==> src/rtl/mem_access_stage.sv <==
// mem_access_stage: pipeline MEM stage; decodes M bits, resolves branches and runs loads/stores on a ready-handshaked data bus.
// Ports: step_clk/reset_n (async active-low); m_in/wb_in control from EX/MEM; alu_result_in, alu_zero_in,
// read_data2_in, funct3_in, write_reg_in, branch_target_in operands; dmem_* data-memory bus;
// stall_out/pc_src_out/fault_out pipeline control; *_out results towards MEM/WB.
module mem_access_stage #(
    parameter int TIMEOUT = 16,
    parameter int REG_W   = 4
) (
    input  logic             step_clk,
    input  logic             reset_n,
    input  logic [2:0]       m_in,
    input  logic [1:0]       wb_in,
    input  logic [31:0]      alu_result_in,
    input  logic             alu_zero_in,
    input  logic [31:0]      read_data2_in,
    input  logic [2:0]       funct3_in,
    input  logic [REG_W-1:0] write_reg_in,
    input  logic [63:0]      branch_target_in,
    output logic             dmem_req,
    output logic             dmem_we,
    output logic [31:0]      dmem_addr,
    output logic [3:0]       dmem_be,
    output logic [31:0]      dmem_wdata,
    input  logic             dmem_ready,
    input  logic [31:0]      dmem_rdata,
    output logic             stall_out,
    output logic             pc_src_out,
    output logic [63:0]      branch_target_out,
    output logic [31:0]      mem_data_out,
    output logic [31:0]      alu_result_out,
    output logic [REG_W-1:0] write_reg_out,
    output logic [1:0]       wb_out,
    output logic             fault_out
);
    localparam int CW = (TIMEOUT > 1) ? $clog2(TIMEOUT) : 1;
    typedef enum logic {IDLE, ACCESS} state_t;
    state_t state_q, state_d;
    logic [31:0] addr_q, addr_d, wdata_q, wdata_d;
    logic [3:0] be_q, be_d;
    logic we_q, we_d;
    logic [2:0] f3_q, f3_d;
    logic [1:0] off_q, off_d;
    logic [CW-1:0] cnt_q, cnt_d;
    logic mem_op, is_ld, is_st, legal, misal, bad, start, access, tmo, done;
    logic [15:0] lane;
    logic [31:0] ld_data;
    assign mem_op = m_in[1] | m_in[2];
    assign is_ld  = m_in[1] & ~m_in[2];
    assign is_st  = m_in[2] & ~m_in[1];
    assign legal  = is_ld ? (funct3_in inside {3'b000, 3'b001, 3'b010, 3'b100, 3'b101}) :
                    is_st ? (funct3_in inside {3'b000, 3'b001, 3'b010}) : 1'b0;
    assign misal  = (funct3_in[1:0] == 2'b01 && alu_result_in[0]) ||
                    (funct3_in[1:0] == 2'b10 && alu_result_in[1:0] != 2'b00);
    assign bad    = mem_op & (~legal | misal);
    assign start  = (state_q == IDLE) & mem_op & ~bad;
    assign access = state_q == ACCESS;
    // Abort on the last permitted ACCESS cycle rather than one later, so at most TIMEOUT cycles are spent waiting.
    assign tmo    = access & ~dmem_ready & (cnt_q == CW'(TIMEOUT - 1));
    assign done   = access & dmem_ready;
    always_ff @(posedge step_clk or negedge reset_n) begin
        if (!reset_n) begin
            state_q <= IDLE;
            cnt_q   <= '0;
            addr_q  <= '0;
            wdata_q <= '0;
            be_q    <= '0;
            we_q    <= 1'b0;
            f3_q    <= '0;
            off_q   <= '0;
        end else begin
            state_q <= state_d;
            cnt_q   <= cnt_d;
            addr_q  <= addr_d;
            wdata_q <= wdata_d;
            be_q    <= be_d;
            we_q    <= we_d;
            f3_q    <= f3_d;
            off_q   <= off_d;
        end
    end
    always_comb begin
        state_d = state_q;
        cnt_d   = cnt_q;
        addr_d  = addr_q;
        wdata_d = wdata_q;
        be_d    = be_q;
        we_d    = we_q;
        f3_d    = f3_q;
        off_d   = off_q;
        if (start) begin
            state_d = ACCESS;
            cnt_d   = '0;
            addr_d  = {alu_result_in[31:2], 2'b00};
            off_d   = alu_result_in[1:0];
            we_d    = m_in[2];
            f3_d    = funct3_in;
            be_d    = !m_in[2]                ? 4'b1111 :
                      funct3_in[1:0] == 2'b00 ? 4'b0001 << alu_result_in[1:0] :
                      funct3_in[1:0] == 2'b01 ? (alu_result_in[1] ? 4'b1100 : 4'b0011) : 4'b1111;
            wdata_d = funct3_in[1:0] == 2'b00 ? {4{read_data2_in[7:0]}} :
                      funct3_in[1:0] == 2'b01 ? {2{read_data2_in[15:0]}} : read_data2_in;
        end else if (access) begin
            state_d = (dmem_ready | tmo) ? IDLE : ACCESS;
            cnt_d   = (dmem_ready | tmo) ? '0 : CW'(cnt_q + 1'b1);
        end
    end
    // Shift the addressed lane down to bit 0; only the low halfword is needed for sub-word loads.
    assign lane    = 16'(dmem_rdata >> {off_q, 3'b000});
    assign ld_data = f3_q[1] ? dmem_rdata :
                     f3_q[0] ? {{16{~f3_q[2] & lane[15]}}, lane} :
                               {{24{~f3_q[2] & lane[7]}}, lane[7:0]};
    always_comb begin
        dmem_req          = access;
        dmem_we           = we_q;
        dmem_addr         = addr_q;
        dmem_be           = be_q;
        dmem_wdata        = wdata_q;
        // Gating with reset_n keeps these quiet during reset even if EX/MEM still presents a memory op.
        stall_out         = reset_n & (start | (access & ~dmem_ready & ~tmo));
        fault_out         = reset_n & (((state_q == IDLE) & bad) | tmo);
        wb_out            = (stall_out | fault_out) ? 2'b00 : wb_in;
        mem_data_out      = (reset_n & done & ~we_q) ? ld_data : 32'h0;
        pc_src_out        = m_in[0] & alu_zero_in;
        branch_target_out = branch_target_in;
        alu_result_out    = alu_result_in;
        write_reg_out     = write_reg_in;
    end
endmodule

==> config.mk <==
export PLATFORM = sky130hd
export DESIGN_NAME = mem_access_stage
export DESIGN_NICKNAME = d
export VERILOG_FILES = /design/src/rtl/mem_access_stage.sv
export SDC_FILE = /design/constraint.sdc
export NUM_CORES = 1
export LEC_CHECK = 0
export CAP_MARGIN = 25
export CORE_AREA = 2 2 148 150
export DETAILED_ROUTE_END_ITERATION = 6
export DIE_AREA = 0 0 150 152
export PLACE_DENSITY = 0.66
export SLEW_MARGIN = 20
export SYNTH_ARGS = -nofsm -noshare
export SYNTH_HDL_FRONTEND = slang
export SYNTH_SLANG_ARGS = --single-unit
==> constraint.sdc <==
create_clock -name step_clk -period 6 [get_ports step_clk]
set_clock_uncertainty 0.15 [all_clocks]
set_input_delay 1.2 -clock step_clk [delete_from_list [all_inputs] [get_ports step_clk]]
set_output_delay 1.2 -clock step_clk [all_outputs]
set_load 0.05 [all_outputs]
==> results_dict.tcl <==
set metrics [dict create \
    outcome "completed" \
    crit_path_kind "input port to output pin" \
    ff2ff_path_depth 4 \
    power.ir.vdd_worst_mv 0.198 \
    die_outline_area_mm2 0.0228 \
    synth-main-ff-cell "sky130_fd_sc_hd__dfrtp_1" \
    ioPinCount 383 \
    critical_path.max_fanout 11 \
    timing.critical_path.to_type "output pin" \
    cts_resized 0 \
    antenna_left 0 \
    initial_core_util_pct 22.6 \
    route.final.wire_length_um 16100 \
    final_core_utilization_pct 33.2 \
    timing.setup.tns_ns 0 \
    grt_max_usage_layer "met2" \
    number_of_global_route_vias_before_repair 4082 \
    die-width_um 150 \
    mostFrequentLayoutCells "sky130_fd_sc_hd__clkdlybuf4s50_1 (238), sky130_fd_sc_hd__dfrtp_1 (77), sky130_fd_sc_hd__nand2_1 (45), sky130_fd_sc_hd__mux2_2 (45), sky130_fd_sc_hd__o21ai_0 (41)" \
    cts_made_buffers 9 \
    worstSkewPairLatency_ns 0.33 \
    final_net_count 809 \
    drt_pre_antenna_iters 4 \
    max_freq_mhz 197 \
    synthesis.area_mm2 0.00483 \
    power_density_mw_per_mm2 368 \
    grt_setup_unrepaired "no" \
    leakage_nw 2.93 \
    drcViolationCount 0 \
    drtIter0Drc 146 \
    std_cell_rows 54 \
    numPortBuffers 244 \
    globalRoute.totalOverflow 0 \
    synth.lib_cells_used.distinct 43 \
    ys_warn_count 0 \
    mostFrequentLayoutCell "sky130_fd_sc_hd__clkdlybuf4s50_1" \
    report.final.slew_viol_count 0 \
    grt.total_usage_pct 13.7 \
    syn_inst 500 \
    cp-start-kind "input port" \
    htree_num_levels 3 \
    first_pass_grt_wire_length_um 23800 \
    grtUsageMet1_pct 15.6 \
    postSynthRegisterBits 77 \
    worstMarginPinSlew_ns 0.878 \
    chipHeight_um 152 \
    placeableCoreArea_mm2 0.0214 \
    detail_placement_hpwl_um 12500 \
    max_cap_viol_count 0 \
    grt_use_met3_pct 3.66 \
    clk_transition_reported_paths_ns 0.06 \
    finalCriticalPeriod_ns 5.07 \
    data_required_critical_path_ns 4.65 \
    drive_gt1_share_pct 12.1 \
    cts_tree "yes" \
    final_routed_wire_length_divided_by_cell_count_um 17.5 \
    place_congestion 0.848 \
    cts.sink_count 77 \
    min_period_over_period_pct 84.5 \
    num_vias 3987 \
    maxSlewHeadroom_pct 41.4 \
    antenna_found_initial 0 \
    area_delta_synth_final_pct 46.8 \
    max_buffers_root_to_sink 2 \
    synth-seq-area-share_pct 39.9 \
    clock_tree.root_cell "sky130_fd_sc_hd__clkbuf_16" \
    post_cts_buffers 0 \
    cts_hold_buf 0 \
    setup-violations-final 0 \
    hp-class "flip-flop to flip-flop" \
    final_hold_viol_count 0 \
    synth.avg_cell_area_um2 9.66 \
    via_per_inst 4.35 \
    async_flop_share_pct 100 \
    hold_depth 2 \
    fill_cells 2231 \
    grt_use_met2_pct 23.3 \
    timing.critical_path.arrival_ns 3.72 \
    grt_start_max_net_pins 83 \
    synth_edf_count 0 \
    antenna_cells_inserted 0 \
]
synth_stat cells, types with 2 or more instances:
cell / instances / area [µm²]
sky130_fd_sc_hd__buf_4: 106 / 796
sky130_fd_sc_hd__dfrtp_1: 77 / 1930
sky130_fd_sc_hd__mux2_2: 45 / 507
sky130_fd_sc_hd__nand2_1: 45 / 169
sky130_fd_sc_hd__o21ai_0: 41 / 205
sky130_fd_sc_hd__a21oi_1: 36 / 180
sky130_fd_sc_hd__mux2i_1: 32 / 320
sky130_fd_sc_hd__inv_1: 19 / 71.3
sky130_fd_sc_hd__nor2_1: 16 / 60.1
sky130_fd_sc_hd__a22o_1: 10 / 87.6
sky130_fd_sc_hd__clkbuf_1: 9 / 33.8
sky130_fd_sc_hd__buf_2: 8 / 40.0
sky130_fd_sc_hd__and2_1: 7 / 43.8
sky130_fd_sc_hd__o211ai_1: 7 / 52.6
sky130_fd_sc_hd__nand2b_1: 5 / 31.3
sky130_fd_sc_hd__buf_1: 4 / 15.0
sky130_fd_sc_hd__a21o_1: 2 / 15.0
sky130_fd_sc_hd__nand3_1: 2 / 10.0
sky130_fd_sc_hd__nand3b_1: 2 / 15.0
sky130_fd_sc_hd__nor2b_1: 2 / 12.5
sky130_fd_sc_hd__o221ai_1: 2 / 17.5
sky130_fd_sc_hd__o2bb2ai_1: 2 / 17.5
flip-flops by register name, summed over array words and instances, names as in the netlist:
signal and flops:
cnt_q 4, off_q 2, dmem_we 1, dmem_req 1, dmem_wdata 32, f3_q 3
dmem_be 4, dmem_addr 30
worst paths after layout:
check | to | startpoint | slack [ns]
setup / recovery | mem_data_out[15] | dmem_ready | 0.93
hold / removal | dmem_wdata[8] | dmem_wdata[8] | 0.32
setup reg to reg | dmem_wdata[0] | dmem_req | 3.65
hold reg to reg | dmem_wdata[8] | dmem_wdata[8] | 0.32
max in group asynchronous | dmem_addr[30] | reset_n | 4.02
min in group asynchronous | cnt_q[3] | reset_n | 0.60
worst max-delay path: stages:
cell                              delay [ns]
sky130_fd_sc_hd__clkdlybuf4s50_1        0.50
sky130_fd_sc_hd__and4b_1                0.46
sky130_fd_sc_hd__nand2_1                0.09
sky130_fd_sc_hd__nor2_1                 0.43
sky130_fd_sc_hd__a22o_1                 0.23
sky130_fd_sc_hd__clkdlybuf4s50_1        0.81
cell families (layout without fill, tap and decap cells):
| family | count (synthesis) | count (layout) | share of synthesized area, % |
|---|---|---|---|
| xor+xnor | 1 | 1 | 0.181 |
| fa+ha+maj | 1 | 1 | 0.259 |
| other cells | 1 | 2 | 0.0776 |
| compound gates | 107 | 107 | 13.5 |
| mux | 78 | 78 | 17.6 |
| flops | 77 | 77 | 39.9 |
| buf+inv | 149 | 285 | 20.2 |
| simple gates | 86 | 86 | 8.29 |
cell type report:
| class | count | area, µm² | share of cell area (%) |
|---|---|---|---|
| Timing Repair Buffer | 249 | 2460 | 34.8 |
| Multi-Input combinational cell | 275 | 1950 | 27.5 |
| Sequential cell | 77 | 1930 | 27.2 |
| Tap cell | 280 | 350 | 4.94 |
| Clock buffer | 11 | 243 | 3.42 |
| Clock inverter | 5 | 83.8 | 1.18 |
| Inverter | 20 | 75.1 | 1.06 |
per-layer routing:
| layer | share of wire, % | wire length (µm) |
|---|---|---|
| met1 | 39 | 6190 |
| met4 | 4.5 | 724 |
| met5 | 0 | 0 |
| met3 | 7.6 | 1220 |
| met2 | 49 | 7940 |
stage by stage:
| step | hold WS (ns) | setup slack (ns) | total power, mW | cell area, µm² | cells |
|---|---|---|---|---|---|
| floorplan | 0.329 | 1.80 | 1.68 | 4830 | 501 |
| global placement | 0.311 | 0.966 | 2.02 | 6770 | 901 |
| detailed placement | 0.319 | 0.926 | 2.03 | 6770 | 901 |
| CTS | 0.333 | 0.929 | 2.64 | 7090 | 917 |
| global route | 0.360 | 0.770 | 2.73 | 7090 | 917 |
| finish | 0.322 | 0.928 | 2.61 | 7090 | 917 |
report_power, final:
group | internal [mW] | total (mW) | switching (mW)
combinational | 0.454 | 1.25 | 0.793
clock | 0.377 | 0.593 | 0.216
sequential | 0.660 | 0.768 | 0.109
Note: power is estimated with default switching activity, not from simulation.
